--- src/rtl/log_map.sv ---
// log_map: 3-stage log2 (Mitchell) compression with gain/offset, clamp and clip counter
module log_map #(
   parameter int DATA_WIDTH  = 16,
   parameter int SHIFT_WIDTH = $clog2(DATA_WIDTH),
   parameter int FRAC_BITS   = 4,
   parameter int PIX_WIDTH   = 8,
   parameter int GAIN        = 3,
   parameter int GAIN_SHIFT  = 1,
   parameter int OFFSET      = 64
) (
   input  logic                   clk,
   input  logic                   reset,
   input  logic                   in_valid,
   output logic                   in_ready,
   input  logic [DATA_WIDTH-1:0]  data_in,
   input  logic [SHIFT_WIDTH-1:0] shift_in,
   output logic                   out_valid,
   input  logic                   out_ready,
   output logic [PIX_WIDTH-1:0]   pix_out,
   output logic                   clip_hi,
   output logic                   clip_lo,
   input  logic                   clr_count,
   output logic [15:0]            clip_count
);
   localparam int LW = SHIFT_WIDTH + FRAC_BITS;
   localparam int MW = LW + $clog2(GAIN + 1);
   localparam int OW = $clog2(OFFSET + 1);
   localparam int AW = (MW > OW) ? MW : OW;
   localparam int VW = ((AW > PIX_WIDTH) ? AW : PIX_WIDTH) + 2;
   localparam logic signed [VW-1:0] PIX_MAX = VW'(2 ** PIX_WIDTH - 1);

   logic                   adv;
   logic [SHIFT_WIDTH-1:0] i_part;
   logic [LW-1:0]          l_new;
   logic [MW-1:0]          prod;
   logic signed [VW-1:0]   v_new;
   logic                   lo_new, hi_new;
   logic [PIX_WIDTH-1:0]   pix_new;
   logic                   unused_bits;

   logic                   s1_valid_q, s1_valid_d;
   logic [LW-1:0]          s1_l_q, s1_l_d;
   logic                   s2_valid_q, s2_valid_d;
   logic signed [VW-1:0]   s2_v_q, s2_v_d;
   logic                   out_valid_q, out_valid_d;
   logic [PIX_WIDTH-1:0]   pix_out_q, pix_out_d;
   logic                   clip_hi_q, clip_hi_d;
   logic                   clip_lo_q, clip_lo_d;
   logic [15:0]            clip_count_q, clip_count_d;

   assign unused_bits = ^data_in[DATA_WIDTH-FRAC_BITS-2:0];
   assign in_ready    = adv;
   assign out_valid   = out_valid_q;
   assign pix_out     = pix_out_q;
   assign clip_hi     = clip_hi_q;
   assign clip_lo     = clip_lo_q;
   assign clip_count  = clip_count_q;

   always_comb begin
      adv          = !out_valid_q || out_ready;
      i_part       = (int'(shift_in) > DATA_WIDTH - 1) ? '0 : SHIFT_WIDTH'(DATA_WIDTH - 1 - int'(shift_in));
      l_new        = data_in[DATA_WIDTH-1] ? {i_part, data_in[DATA_WIDTH-2 -: FRAC_BITS]} : '0;
      prod         = MW'(s1_l_q) * MW'(GAIN);
      v_new        = $signed(VW'(prod >> GAIN_SHIFT)) - $signed(VW'(OFFSET));
      lo_new       = s2_v_q < 0;
      hi_new       = s2_v_q > PIX_MAX;
      pix_new      = lo_new ? '0 : hi_new ? '1 : s2_v_q[PIX_WIDTH-1:0];
      s1_valid_d   = adv ? in_valid : s1_valid_q;
      s1_l_d       = adv ? l_new : s1_l_q;
      s2_valid_d   = adv ? s1_valid_q : s2_valid_q;
      s2_v_d       = adv ? v_new : s2_v_q;
      out_valid_d  = adv ? s2_valid_q : out_valid_q;
      pix_out_d    = adv ? pix_new : pix_out_q;
      clip_hi_d    = adv ? hi_new : clip_hi_q;
      clip_lo_d    = adv ? lo_new : clip_lo_q;
      clip_count_d = clr_count ? '0 :
                     (out_valid_q && out_ready && (clip_hi_q || clip_lo_q) && clip_count_q != 16'hFFFF) ?
                     clip_count_q + 16'd1 : clip_count_q;
   end

   always_ff @(posedge clk) begin
      if (reset) begin
         s1_valid_q   <= 1'b0;
         s1_l_q       <= '0;
         s2_valid_q   <= 1'b0;
         s2_v_q       <= '0;
         out_valid_q  <= 1'b0;
         pix_out_q    <= '0;
         clip_hi_q    <= 1'b0;
         clip_lo_q    <= 1'b0;
         clip_count_q <= '0;
      end else begin
         s1_valid_q   <= s1_valid_d;
         s1_l_q       <= s1_l_d;
         s2_valid_q   <= s2_valid_d;
         s2_v_q       <= s2_v_d;
         out_valid_q  <= out_valid_d;
         pix_out_q    <= pix_out_d;
         clip_hi_q    <= clip_hi_d;
         clip_lo_q    <= clip_lo_d;
         clip_count_q <= clip_count_d;
      end
   end
endmodule
--- config.mk ---
export PLATFORM = sky130hd
export DESIGN_NAME = log_map
export DESIGN_NICKNAME = d
export VERILOG_FILES = /design/src/rtl/log_map.sv
export SDC_FILE = /design/constraint.sdc
export NUM_CORES = 1
export LEC_CHECK = 0
export CORE_MARGIN = 10
export CORE_UTILIZATION = 47
export CTS_BUF_LIST = sky130_fd_sc_hd__clkbuf_16
export DETAILED_ROUTE_END_ITERATION = 8
export PLACE_DENSITY = 0.75
export SLEW_MARGIN = 40
export SYNTH_ARGS = -nofsm -noshare
export SYNTH_HDL_FRONTEND = slang
export SYNTH_SLANG_ARGS = --single-unit
export TNS_END_PERCENT = 10
--- constraint.sdc ---
create_clock -name clk -period 6.1 [get_ports clk]
set_input_delay 1.22 -clock clk [delete_from_list [all_inputs] [get_ports clk]]
set_output_delay 1.22 -clock clk [all_outputs]
set_load 0.02 [all_outputs]
### Word-level counts from Yosys, hierarchy flattened

Index checks and enable logic that the tools add are counted.

| storage, ports and cells | value |
|---|---|
| bits in registers | 47 |
| logic and storage cells | 26 |
| output and inout port bits | 28 |
| input bits | 25 |

| operators by class | value |
|---|---|
| muxes and demuxes | 3 |
| order comparisons | 2 |
| equality and inequality tests | 1 |
| reductions and logical operators | 7 |
| add/sub/neg operators | 3 |
| $mul | 1 |

Operator list:

| operator | number |
|---|---|
| 8-bit two-way mux | 3 |
| 16-bit by 1-bit adder with 16-bit output (second input constant) | 1 |
| 16-bit != test (second input constant) | 1 |
| 10-bit by 9-bit > comparator with 1-bit output (second input constant) | 1 |
| 10-bit by 1-bit less-than comparator with 1-bit output (second input constant) | 1 |
| 8-bit by 2-bit multiplier with 10-bit output (second input constant) | 1 |
| 9-bit by 7-bit subtractor with 10-bit output (second input constant) | 1 |
| 4-bit subtractor (first input constant) | 1 |
| 1-bit logical AND | 3 |
| 1-bit logical OR | 2 |
| 2-bit OR reduction | 1 |
| 1-bit zero test | 1 |

### Longest topological paths before layout

Gate-level depths: netlist (run 1).

| depth | value |
|---|---|
| depth after elaboration | 3 |
| gate-level depth with buffers | 8 |
| mapped depth without buffers | 8 |

### Worst setup path before layout (run 1)

Ideal clock, no wire load.

| path | value |
|---|---|
| path type | input -> output |
| start point | in out_ready |
| end point | out in_ready |
| cell stages on the path | 3 |
| data required time | 4880 ps |
| slack | 3096 ps |
| data arrival time | 1784 ps |
| path buffers | 1 |
| cells stage by stage | nor2b_1 -> inv_1 -> buf_1 |

| between the ends | value |
|---|---|
| word-level cells in the longest chain between the ends | 1 |

RTL lines:

| what | RTL line | RTL |
|---|---|---|
| from (decl) | 18 | `input logic out_ready,` |
| 1-bit logical OR | 60 | `adv = !out_valid_q \|\| out_ready;` |
| to (decl) | 14 | `output logic in_ready,` |

No other way between the ends.

### Worst setup path in the final report (run 1)

Ends and elaborated chain as after synthesis.

==> results of run 1 <==
## synth_stat cells, types with 3 or more instances
cell type,number
sky130_fd_sc_hd__a21oi_1,31
sky130_fd_sc_hd__a31oi_1,4
sky130_fd_sc_hd__and4_1,4
sky130_fd_sc_hd__clkbuf_1,12
sky130_fd_sc_hd__dfxtp_1,47
sky130_fd_sc_hd__ha_1,10
sky130_fd_sc_hd__inv_1,7
sky130_fd_sc_hd__nand2_1,34
sky130_fd_sc_hd__nand3_1,9
sky130_fd_sc_hd__nand3b_1,5
sky130_fd_sc_hd__nor2_1,36
sky130_fd_sc_hd__nor2b_1,3
sky130_fd_sc_hd__nor3_1,12
sky130_fd_sc_hd__o21ai_0,5
sky130_fd_sc_hd__xnor2_1,4
sky130_fd_sc_hd__xor2_1,8
## cells in the final DEF (no fill, tap or decap), types with 7 or more instances in the layout
master                            count
sky130_fd_sc_hd__xor2_1               8
sky130_fd_sc_hd__dfxtp_1             47
sky130_fd_sc_hd__clkdlybuf4s50_1     41
sky130_fd_sc_hd__ha_1                10
sky130_fd_sc_hd__inv_1                7
sky130_fd_sc_hd__a21oi_1             31
sky130_fd_sc_hd__nand2_1             34
sky130_fd_sc_hd__nor2_1              36
sky130_fd_sc_hd__nor3_1              12
sky130_fd_sc_hd__nand3_1              9
## cell type report
cell class | instances | area, um2
clock buffers | 5 | 125.1
clock inverters | 3 | 42.54
fillers | 441 | 1799
inverters | 7 | 26.28
multi-input cells | 210 | 1311
flip-flops and latches | 47 | 940.9
well taps | 67 | 83.83
repair buffers | 43 | 425.4
## worst paths after layout
path | to | slack, ps | from | cells past startpoint
worst max register to register | s2_v_q[8] | 3760 | s1_l_q[1] | 7
worst max-delay path | in_ready | 1790 | out_ready | 4
worst min-delay path | s2_valid_q | 450 | s2_valid_q | 2
worst min register to register | s2_valid_q | 450 | s2_valid_q | 2
## per-layer routing
layer,up-vias,track usage
met1,965,0.1577
li1,1065,-
met2,43,0.2139
met4,0,0.05172
met3,10,0.04239
met5,-,0
## where the power goes
group | leakage, nW | total [W] | internal [W] | switching (W)
Combinational | 0.675 | 0.0000789 | 0.0000383 | 0.0000406
Clock | 0.0818 | 0.000310 | 0.000193 | 0.000116
Sequential | 0.384 | 0.000335 | 0.000321 | 0.0000135
Total | 1.14 | 0.000723 | 0.000553 | 0.000170
## flip-flops by register name, summed over array words and instances, names as in the netlist
name,flops
clip_count,16
clip_hi,1
clip_lo,1
out_valid,1
pix_out,8
s1_l_q,8
s1_valid_q,1
s2_v_q,10
s2_valid_q,1
## metrics by stage
stage	cell area [um2]	setup slack (ps)	total power [W]	hold WS, ps
2_1_floorplan	2335	3096	0.0003894	431.8
3_3_place_gp	2788	1795	0.0004198	440.8
3_5_place_dp	2788	1798	0.0004208	447.4
4_1_cts	2955	1778	0.0007288	456.4
5_1_grt	2955	1690	0.0007493	484.1
6_report	2955	1786	0.0007233	452.2
## worst register-to-register path, delay by kind of cell, from the launching register on
kind	cells	cell delay (ps)
XOR/XNOR	1	140
AO/OA/AOI/OAI	3	1010
flip-flops	1	360
adder cells (fa/ha/maj)	2	670
AND/OR/NAND/NOR	1	80
## kinds of logic (layout without fill, tap and decap cells)
group,count (synthesis),in the layout,share of synthesized area
adder cells (fa/ha/maj),11,11,0.06217
buffers and inverters,22,58,0.03644
AND/OR/NAND/NOR,123,123,0.2733
XOR/XNOR,12,12,0.04502
flip-flops,47,47,0.4030
AO/OA/AOI/OAI,62,62,0.1715
multiplexers,2,2,0.008575
==> impl_metrics.xml, run 1 <==
<?xml version="1.0" encoding="UTF-8"?>
<metrics>
  <group name="logic_synthesis">
    <metric name="syn_area" unit="mm2">0.002335</metric>
    <metric name="synth_flop_type" unit="">sky130_fd_sc_hd__dfxtp_1</metric>
    <metric name="synth_warnings" unit="">0</metric>
    <metric name="ys_top_cells_by_area" unit="">sky130_fd_sc_hd__dfxtp_1, sky130_fd_sc_hd__a21oi_1, sky130_fd_sc_hd__nor2_1, sky130_fd_sc_hd__nand2_1, sky130_fd_sc_hd__ha_1</metric>
    <metric name="asyncSetResetFlopFracSynth" unit="">0</metric>
    <metric name="syn_area_cell" unit="um2">8.368</metric>
    <metric name="synth_edf_count" unit="">0</metric>
    <metric name="count_of_unique_library_cells_instantiated_by_yosys" unit="">53</metric>
    <metric name="synth_fp_nets" unit="">315</metric>
    <metric name="yosysSeqAreaShare" unit="">0.4030</metric>
    <metric name="postSynthCellCount" unit="">279</metric>
    <metric name="ys_seq_elements" unit="">47</metric>
    <metric name="yosysTopAreaCellShare" unit="">0.4030</metric>
    <metric name="synth_top_area_cell" unit="">sky130_fd_sc_hd__dfxtp_1</metric>
  </group>
  <group name="timing">
    <metric name="finalCriticalPeriod" unit="ps">4314</metric>
    <metric name="finalCritPeriodShare" unit="">0.7072</metric>
    <metric name="timing_max_transition_violations_final" unit="">0</metric>
    <metric name="slew_worst_pin" unit="ps">701.1</metric>
    <metric name="timing_hold_violations_final" unit="">0</metric>
    <metric name="rsz0062_at_grt" unit="">false</metric>
    <metric name="setup_tns" unit="ps">0</metric>
    <metric name="fin_worst_skew" unit="ps">2.901</metric>
    <metric name="f_max" unit="MHz">231.8</metric>
    <metric name="relative_slew_slack" unit="">0.5321</metric>
    <metric name="final-setup-viol-count" unit="">0</metric>
  </group>
  <group name="power">
    <metric name="peakVddDrop" unit="mV">0.1868</metric>
    <metric name="power-per-cell-area" unit="mW/mm2">244.7</metric>
    <metric name="power.static_leakage" unit="nW">1.141</metric>
  </group>
  <group name="global_route">
    <metric name="grt-ovfl-total" unit="">0</metric>
    <metric name="grt_first_pass_wirelength" unit="mm">9.397</metric>
    <metric name="grt_use_total" unit="">0.1321</metric>
    <metric name="first_global_vias" unit="">2035</metric>
    <metric name="antenna_found_initial" unit="">0</metric>
    <metric name="grt_start_max_net_pins" unit="">41</metric>
  </group>
  <group name="cts">
    <metric name="post_cts.repair.setup_buffers" unit="">0</metric>
    <metric name="ctsRootBufferMaster" unit="">sky130_fd_sc_hd__clkbuf_16</metric>
    <metric name="cts_htree_levels" unit="">2</metric>
    <metric name="clock_path_buffers" unit="">2</metric>
    <metric name="worst_setup_hold_path_clk_slew" unit="ps">60</metric>
    <metric name="tritoncts.num_buffers" unit="">5</metric>
    <metric name="clk_latency" unit="ps">290</metric>
    <metric name="cts-hold-fix-buffers" unit="">0</metric>
    <metric name="cts.sinks" unit="">47</metric>
    <metric name="tritoncts" unit="">built</metric>
    <metric name="post_cts_resized" unit="">0</metric>
  </group>
  <group name="die">
    <metric name="i_o_pins" unit="">53</metric>
    <metric name="core_region_area" unit="mm2">0.004755</metric>
    <metric name="chip_width" unit="um">90.48</metric>
    <metric name="row_count" unit="">25</metric>
    <metric name="dieHeight" unit="um">90.48</metric>
    <metric name="start_util" unit="">0.4911</metric>
    <metric name="die_area" unit="mm2">0.008187</metric>
  </group>
  <group name="layout">
    <metric name="antenna_cells_inserted" unit="">0</metric>
    <metric name="drive_gt1_frac" unit="">0.07619</metric>
    <metric name="layout.cells.non_filler" unit="">382</metric>
    <metric name="fin_util" unit="">0.6216</metric>
    <metric name="layout-area-overhead-vs-synth" unit="%">26.58</metric>
    <metric name="nets" unit="">350</metric>
  </group>
  <group name="route">
    <metric name="met2WireLength" unit="mm">2.438</metric>
    <metric name="met3_wirelength" unit="um">313</metric>
    <metric name="avgRoutedWirePerCell" unit="um">13.84</metric>
    <metric name="highest_layer" unit="">met4</metric>
    <metric name="first_pass_iters" unit="">4</metric>
    <metric name="drc_errors" unit="">0</metric>
    <metric name="route.antenna.remaining_nets" unit="">0</metric>
    <metric name="routedLengthMet1" unit="mm">2.432</metric>
    <metric name="dr.first_iter.drc_count" unit="">167</metric>
    <metric name="routed_wirelength" unit="mm">5.285</metric>
    <metric name="routed_via_density" unit="">5.453</metric>
    <metric name="vias" unit="">2083</metric>
  </group>
  <group name="setup_path">
    <metric name="worstSetupStartpointType" unit="">input port</metric>
    <metric name="worst_setup_path_end_kind" unit="">output port</metric>
    <metric name="crit_required" unit="ps">4880</metric>
    <metric name="timing.critical_path.arrival" unit="ps">3090</metric>
    <metric name="cp_slowest_cell" unit="">sky130_fd_sc_hd__clkdlybuf4s50_1</metric>
    <metric name="critical_path.n_buffers_inverters" unit="">3</metric>
    <metric name="crit_path_cell_trace" unit="">clkdlybuf4s50_1 &gt; nor2b_2 &gt; inv_1 &gt; clkdlybuf4s50_1</metric>
    <metric name="critical-path-max-stage-delay" unit="ps">740</metric>
    <metric name="path_delay_family" unit="">buffers and inverters</metric>
    <metric name="cp_max_fo" unit="">24</metric>
    <metric name="critical_path.most_common_cell" unit="">sky130_fd_sc_hd__clkdlybuf4s50_1</metric>
    <metric name="crit_type" unit="">input port to output port</metric>
  </group>
  <group name="run">
    <metric name="drv.max_cap_violation_count" unit="">0</metric>
  </group>
  <group name="placement">
    <metric name="port_buffers" unit="">41</metric>
    <metric name="place_hpwl" unit="mm">3.836</metric>
    <metric name="finalWeightedCongestion" unit="">0.8548</metric>
    <metric name="place.detailed.instances" unit="">374</metric>
  </group>
  <group name="run_status">
    <metric name="outcome" unit="">finished, final reports clean</metric>
  </group>
  <group name="worst_hold_path">
    <metric name="hp-class" unit="">flip-flop to flip-flop</metric>
  </group>
</metrics>
Power figures use the tool's default switching activity.
==> inputs of run 2 (changes only) <==
==> constraint.sdc (replaced) <==
create_clock -name clk -period 4.36 [get_ports clk]
set_input_delay 0.872 -clock clk [delete_from_list [all_inputs] [get_ports clk]]
set_output_delay 0.872 -clock clk [all_outputs]
set_load 0.02 [all_outputs]
==> run 2 against run 1 <==
Utilization shrank 0.42 points; highest routed layer unchanged; cell area is 0.68% lower; die area stayed put; non-clock buffer count up 1; critical endpoint unchanged; clock power up 18%; count of clock-buffer cells in the layout did not move; global-route usage fell by 0.44 points; sequential power rose by 40%; worst setup slack got worse by 500 ps; critical path type unchanged; combinational power increased by 42%; sequential cell count unchanged; cell count rose by 0.26%.
==> impl_metrics.xml, run 2 (synthesis gave the netlist of run 1 again) <==
<?xml version="1.0" encoding="UTF-8"?>
<metrics>
  <group name="setup_path">
    <metric name="cp_slowest_cell" unit="">sky130_fd_sc_hd__clkdlybuf4s50_1</metric>
    <metric name="cp_max_fo" unit="">3</metric>
    <metric name="crit_required" unit="ps">3490</metric>
    <metric name="worstSetupStartpointType" unit="">input port</metric>
    <metric name="worst-r2r-setup-slack" unit="ps">2080</metric>
    <metric name="critical-path-max-stage-delay" unit="ps">600</metric>
    <metric name="crit_path_cell_trace" unit="">clkdlybuf4s50_1 &gt; nor2b_2 &gt; inv_1 &gt; clkdlybuf4s50_1</metric>
    <metric name="reg2reg_from" unit="">s1_l_q[1]</metric>
    <metric name="crit_type" unit="">input port to output port</metric>
    <metric name="timing.reg2reg.worst_path_depth" unit="">7</metric>
    <metric name="worst_setup_path_end_kind" unit="">output port</metric>
    <metric name="timing.critical_path.arrival" unit="ps">2200</metric>
    <metric name="critical_path.most_common_cell" unit="">sky130_fd_sc_hd__clkdlybuf4s50_1</metric>
    <metric name="crit-reg2reg-capture" unit="">s2_v_q[9]</metric>
  </group>
  <group name="die">
    <metric name="die_area" unit="mm2">0.008187</metric>
    <metric name="dieHeight" unit="um">90.48</metric>
    <metric name="chip_width" unit="um">90.48</metric>
    <metric name="row_count" unit="">25</metric>
    <metric name="core_region_area" unit="mm2">0.004755</metric>
    <metric name="i_o_pins" unit="">53</metric>
    <metric name="start_util" unit="">0.4911</metric>
  </group>
  <group name="run_status">
    <metric name="outcome" unit="">finished, final reports clean</metric>
  </group>
  <group name="cts">
    <metric name="post_cts_resized" unit="">0</metric>
    <metric name="cts.sinks" unit="">47</metric>
    <metric name="clk_latency" unit="ps">290</metric>
    <metric name="cts-hold-fix-buffers" unit="">0</metric>
    <metric name="clock_path_buffers" unit="">2</metric>
    <metric name="tritoncts.num_buffers" unit="">5</metric>
    <metric name="worst_setup_hold_path_clk_slew" unit="ps">60</metric>
    <metric name="tritoncts" unit="">built</metric>
    <metric name="cts_htree_levels" unit="">2</metric>
    <metric name="post_cts.repair.setup_buffers" unit="">0</metric>
    <metric name="ctsRootBufferMaster" unit="">sky130_fd_sc_hd__clkbuf_16</metric>
  </group>
  <group name="global_route">
    <metric name="grt-ovfl-total" unit="">0</metric>
    <metric name="grt_start_max_net_pins" unit="">41</metric>
    <metric name="antenna_found_initial" unit="">0</metric>
    <metric name="grt_first_pass_wirelength" unit="mm">8.997</metric>
    <metric name="first_global_vias" unit="">1909</metric>
    <metric name="grt_use_total" unit="">0.1277</metric>
  </group>
  <group name="worst_hold_path">
    <metric name="endpoint_of_the_worst_hold_path" unit="">s2_valid_q</metric>
    <metric name="hp-class" unit="">flip-flop to flip-flop</metric>
    <metric name="worst_hold_path.num_cells" unit="">2</metric>
    <metric name="min-delay-start" unit="">s2_valid_q</metric>
  </group>
  <group name="route">
    <metric name="routedLengthMet1" unit="mm">2.504</metric>
    <metric name="route.antenna.remaining_nets" unit="">0</metric>
    <metric name="vias" unit="">2050</metric>
    <metric name="first_pass_iters" unit="">4</metric>
    <metric name="routed_via_density" unit="">5.352</metric>
    <metric name="dr.first_iter.drc_count" unit="">81</metric>
    <metric name="avgRoutedWirePerCell" unit="um">13.73</metric>
    <metric name="drc_errors" unit="">0</metric>
    <metric name="met2WireLength" unit="mm">2.423</metric>
    <metric name="highest_layer" unit="">met4</metric>
    <metric name="met3_wirelength" unit="um">313</metric>
    <metric name="routed_wirelength" unit="mm">5.259</metric>
  </group>
  <group name="timing">
    <metric name="fin_worst_skew" unit="ps">5.106</metric>
    <metric name="finalCriticalPeriod" unit="ps">3071</metric>
    <metric name="final.hold.worst_slack" unit="ps">451.9</metric>
    <metric name="final-setup-viol-count" unit="">0</metric>
    <metric name="setup_tns" unit="ps">0</metric>
    <metric name="timing_hold_violations_final" unit="">0</metric>
    <metric name="final_critical_path_setup_slack" unit="ps">1289</metric>
    <metric name="finalCritPeriodShare" unit="">0.7043</metric>
    <metric name="rsz0062_at_grt" unit="">false</metric>
    <metric name="relative_slew_slack" unit="">0.6046</metric>
    <metric name="f_max" unit="MHz">325.7</metric>
    <metric name="slew_worst_pin" unit="ps">591.2</metric>
    <metric name="timing_max_transition_violations_final" unit="">0</metric>
  </group>
  <group name="layout">
    <metric name="layout.cells.most_common" unit="">sky130_fd_sc_hd__dfxtp_1</metric>
    <metric name="antenna_cells_inserted" unit="">0</metric>
    <metric name="drive_gt1_frac" unit="">0.07595</metric>
    <metric name="area.sequential" unit="um2">940.9</metric>
    <metric name="largest_register_ffs" unit="">16</metric>
    <metric name="mostFrequentLayoutCells" unit="">sky130_fd_sc_hd__dfxtp_1, sky130_fd_sc_hd__clkdlybuf4s50_1, sky130_fd_sc_hd__nor2_1, sky130_fd_sc_hd__nand2_1, sky130_fd_sc_hd__a21oi_1</metric>
    <metric name="nets" unit="">351</metric>
    <metric name="layout.cells.non_filler" unit="">383</metric>
    <metric name="fin_util" unit="">0.6174</metric>
    <metric name="layout-area-overhead-vs-synth" unit="%">25.72</metric>
    <metric name="area_occupied_by_multi_input_gates" unit="mm2">0.001311</metric>
    <metric name="fill_cells" unit="">438</metric>
  </group>
  <group name="power">
    <metric name="power.static_leakage" unit="nW">1.128</metric>
    <metric name="power-per-cell-area" unit="mW/mm2">322.4</metric>
    <metric name="peakVddDrop" unit="mV">0.2031</metric>
  </group>
  <group name="placement">
    <metric name="post-place-ws" unit="ps">1304</metric>
    <metric name="place.detailed.instances" unit="">375</metric>
    <metric name="finalWeightedCongestion" unit="">0.8855</metric>
    <metric name="place_hpwl" unit="mm">3.804</metric>
    <metric name="port_buffers" unit="">41</metric>
  </group>
  <group name="run">
    <metric name="drv.max_cap_violation_count" unit="">0</metric>
  </group>
</metrics>
## run 2: cell count changes in the layout (fill, tap and decap cells not counted), sizes merged
cell | before | now
clkinv | 1 | 2
inv | 8 | 7
bufinv | 1 | 0
buf | 2 | 3
clkinvlp | 0 | 1
## run 2: worst max path at each step
stage	from	end	slack [ps]	depth (start not counted)
2_1_floorplan	out_ready	in_ready	2050	3
6_report	out_ready	in_ready	1290	4
3_3_place_gp	out_ready	in_ready	1300	4
4_1_cts	out_ready	in_ready	1290	4
5_1_grt	out_ready	in_ready	1230	4
3_5_place_dp	out_ready	in_ready	1300	4
## run 2: report_power, final
part | internal [W] | switching [W] | leakage [nW]
Sequential | 0.000450 | 0.0000182 | 0.384
Combinational | 0.0000541 | 0.0000578 | 0.679
Clock | 0.000208 | 0.000158 | 0.0649
Total | 0.000712 | 0.000234 | 1.13
## run 2: layer usage
metal / vias up / track usage
met5: - / 0
met4: 0 / 0.02785
met3: 2 / 0.04323
met2: 43 / 0.2007
met1: 941 / 0.1641
li1: 1064 / -
## run 2: layout make-up
| cell class | count | share of cell area |
|---|---|---|
| timing repair buffer | 44 | 0.1475 |
| sequential | 47 | 0.3205 |
| clock inverter | 3 | 0.005115 |
| tap | 67 | 0.02856 |
| clock buffer | 5 | 0.04263 |
| inverter | 7 | 0.008951 |
| multi-input combinational | 210 | 0.4467 |
## run 2: stage by stage
stage / total power, W / cell area, um2
5_1_grt: 0.0009920 / 2935
3_5_place_dp: 0.0005892 / 2795
2_1_floorplan: 0.0005449 / 2335
4_1_cts: 0.0009542 / 2935
6_report: 0.0009464 / 2935
3_3_place_gp: 0.0005878 / 2795
## run 2: critical path: cells and delay by family
kind	cells	cell delay, ps
buffers and inverters	3	1240
AND/OR/NAND/NOR	1	90
==> inputs of run 3 (changes only) <==
==> constraint.sdc (replaced) <==
create_clock -name clk -period 3.1 [get_ports clk]
set_input_delay 0.62 -clock clk [delete_from_list [all_inputs] [get_ports clk]]
set_output_delay 0.62 -clock clk [all_outputs]
set_load 0.02 [all_outputs]
==> run 3 against run 2 <==
Via count is 1.1% higher; clock power up 40%; combinational power is 40% higher; routed wire length rose by 0.42%; sequential share of layout area barely moved; utilization barely moved; cell area about the same; die area unchanged; largest cell class unchanged.
==> impl_metrics.xml, run 3 (synthesis gave the netlist of run 1 again) <==
<?xml version="1.0" encoding="UTF-8"?>
<metrics>
  <group name="run_status">
    <metric name="outcome" unit="">finished, final reports clean</metric>
  </group>
  <group name="cts">
    <metric name="ctsRootBufferMaster" unit="">sky130_fd_sc_hd__clkbuf_16</metric>
    <metric name="worst_setup_hold_path_clk_slew" unit="ps">60</metric>
    <metric name="cts-hold-fix-buffers" unit="">0</metric>
    <metric name="post_cts.repair.setup_buffers" unit="">0</metric>
    <metric name="tritoncts" unit="">built</metric>
    <metric name="cts.sinks" unit="">47</metric>
    <metric name="clock_path_buffers" unit="">2</metric>
    <metric name="tritoncts.num_buffers" unit="">5</metric>
    <metric name="clk_latency" unit="ps">280</metric>
    <metric name="post_cts_resized" unit="">0</metric>
    <metric name="cts_htree_levels" unit="">2</metric>
  </group>
  <group name="route">
    <metric name="drc_errors" unit="">0</metric>
    <metric name="route.antenna.remaining_nets" unit="">0</metric>
    <metric name="dr.first_iter.drc_count" unit="">146</metric>
    <metric name="avgRoutedWirePerCell" unit="um">13.82</metric>
    <metric name="first_pass_iters" unit="">4</metric>
    <metric name="vias" unit="">2072</metric>
    <metric name="routed_wirelength" unit="mm">5.281</metric>
    <metric name="routed_via_density" unit="">5.424</metric>
  </group>
  <group name="setup_path">
    <metric name="path_delay_family" unit="">buffers and inverters</metric>
    <metric name="crit_type" unit="">input port to output port</metric>
    <metric name="worst_setup_path_end_kind" unit="">output port</metric>
    <metric name="critical_path.most_common_cell" unit="">sky130_fd_sc_hd__clkdlybuf4s50_1</metric>
    <metric name="crit_path_cell_trace" unit="">clkdlybuf4s50_1 &gt; nor2b_2 &gt; inv_1 &gt; clkdlybuf4s50_1</metric>
    <metric name="cp_slowest_cell" unit="">sky130_fd_sc_hd__clkdlybuf4s50_1</metric>
    <metric name="cp_max_fo" unit="">3</metric>
    <metric name="worstSetupStartpointType" unit="">input port</metric>
    <metric name="critical-path-max-stage-delay" unit="ps">610</metric>
    <metric name="timing.critical_path.arrival" unit="ps">1940</metric>
    <metric name="crit_required" unit="ps">2480</metric>
    <metric name="critical_path.n_buffers_inverters" unit="">3</metric>
  </group>
  <group name="run">
    <metric name="drv.max_cap_violation_count" unit="">0</metric>
  </group>
  <group name="die">
    <metric name="core_region_area" unit="mm2">0.004755</metric>
    <metric name="die_area" unit="mm2">0.008187</metric>
    <metric name="start_util" unit="">0.4911</metric>
    <metric name="chip_width" unit="um">90.48</metric>
    <metric name="dieHeight" unit="um">90.48</metric>
    <metric name="i_o_pins" unit="">53</metric>
    <metric name="row_count" unit="">25</metric>
  </group>
  <group name="global_route">
    <metric name="grt_first_pass_wirelength" unit="mm">9.328</metric>
    <metric name="antenna_found_initial" unit="">0</metric>
    <metric name="grt_start_max_net_pins" unit="">41</metric>
    <metric name="grt_use_total" unit="">0.1323</metric>
    <metric name="first_global_vias" unit="">2021</metric>
    <metric name="grt_util_met1" unit="">0.1583</metric>
    <metric name="grt-ovfl-total" unit="">0</metric>
    <metric name="busiest_metal_layer_after_global_routing" unit="">met2</metric>
    <metric name="grt_util_met2" unit="">0.2139</metric>
    <metric name="grt.met3_usage" unit="">0.04988</metric>
  </group>
  <group name="placement">
    <metric name="finalWeightedCongestion" unit="">0.8717</metric>
    <metric name="place.detailed.instances" unit="">375</metric>
    <metric name="place_hpwl" unit="mm">3.845</metric>
    <metric name="port_buffers" unit="">41</metric>
  </group>
  <group name="layout">
    <metric name="antenna_cells_inserted" unit="">0</metric>
    <metric name="drive_gt1_frac" unit="">0.07937</metric>
    <metric name="fill_cells" unit="">442</metric>
    <metric name="layout.cells.non_filler" unit="">382</metric>
    <metric name="mostFrequentLayoutCells" unit="">sky130_fd_sc_hd__dfxtp_1, sky130_fd_sc_hd__clkdlybuf4s50_1, sky130_fd_sc_hd__nor2_1, sky130_fd_sc_hd__nand2_1, sky130_fd_sc_hd__a21oi_1</metric>
    <metric name="layout.cells.most_common" unit="">sky130_fd_sc_hd__dfxtp_1</metric>
    <metric name="nets" unit="">351</metric>
    <metric name="largest_register_ffs" unit="">16</metric>
    <metric name="layout-area-overhead-vs-synth" unit="%">25.67</metric>
  </group>
  <group name="timing">
    <metric name="finalCriticalPeriod" unit="ps">2561</metric>
    <metric name="rsz0062_at_grt" unit="">false</metric>
    <metric name="final.hold.worst_slack" unit="ps">456.4</metric>
    <metric name="fin_worst_skew" unit="ps">4.195</metric>
    <metric name="relative_slew_slack" unit="">0.6000</metric>
    <metric name="slew_worst_pin" unit="ps">598.1</metric>
    <metric name="setup_tns" unit="ps">0</metric>
    <metric name="final-setup-viol-count" unit="">0</metric>
    <metric name="timing_hold_violations_final" unit="">0</metric>
    <metric name="f_max" unit="MHz">390.5</metric>
    <metric name="finalCritPeriodShare" unit="">0.8261</metric>
    <metric name="timing_max_transition_violations_final" unit="">0</metric>
  </group>
  <group name="power">
    <metric name="share_seq_of_total_power" unit="">0.495</metric>
    <metric name="switching_power" unit="W">0.0003251</metric>
    <metric name="peakVddDrop" unit="mV">0.2890</metric>
    <metric name="power-per-cell-area" unit="mW/mm2">452.5</metric>
    <metric name="power.share.combinational" unit="">0.118</metric>
    <metric name="power.static_leakage" unit="nW">1.133</metric>
    <metric name="switching_share" unit="">0.2449</metric>
    <metric name="pwr-share-clk" unit="">0.386</metric>
    <metric name="cell_internal_pwr" unit="W">0.001002</metric>
  </group>
  <group name="worst_hold_path">
    <metric name="hp-class" unit="">flip-flop to flip-flop</metric>
  </group>
</metrics>
## run 3: cell types whose count changed in the layout (fill, tap and decap cells not counted), sizes merged
cell / delta
clkinvlp: -1
## run 3: power groups by stage
stage	registers (W)	clock network [W]	logic, W
2_1_floorplan	0.000675	0	0.0000918
3_3_place_gp	0.000671	0	0.000156
3_5_place_dp	0.000671	0	0.000158
4_1_cts	0.000658	0.000530	0.000159
5_1_grt	0.000661	0.000553	0.000179
6_report	0.000658	0.000513	0.000157
## run 3: worst min-delay path, delay by kind of cell, from the launching register on
kind	cells	cell delay, ps
flip-flops	1	310
AND/OR/NAND/NOR	1	50
AO/OA/AOI/OAI	1	50
## run 3: metal layers
| layer | up-vias | share of wire |
|---|---|---|
| met4 | 0 | 0.010 |
| met5 | - | 0 |
| met2 | 46 | 0.47 |
| li1 | 1058 | - |
| met3 | 4 | 0.067 |
| met1 | 964 | 0.46 |
## run 3: final timing paths
path                            startpoint         to  slack (ps)  cells after the start
worst max-delay path             out_ready   in_ready         540                      4
worst min-delay path             s2_v_q[0]  s2_v_q[0]         460                      2
worst max register to register   s1_l_q[2]  s2_v_q[8]         870                      8
worst min register to register   s2_v_q[0]  s2_v_q[0]         460                      2
## run 3: stage by stage
step	utilization	area [um2]	setup slack, ps	power, W
after floorplan	-	2335	1115	0.0007663
after global placement	0.5879	2795	545.1	0.0008269
after detailed placement	0.5879	2795	560.5	0.0008288
after CTS	0.6171	2934	544.3	0.001347
after global routing	0.6171	2934	489.5	0.001393
final	0.6171	2934	539.0	0.001328
## run 3: layout make-up
type / count / area [um2] / share of cell area
Sequential cell: 47 / 940.9 / 0.3207
Tap cell: 67 / 83.83 / 0.02857
Clock inverter: 2 / 13.76 / 0.004691
Clock buffer: 5 / 125.1 / 0.04264
Inverter: 7 / 26.28 / 0.008955
Timing Repair Buffer: 44 / 432.9 / 0.1475
Multi-Input combinational cell: 210 / 1311 / 0.4469
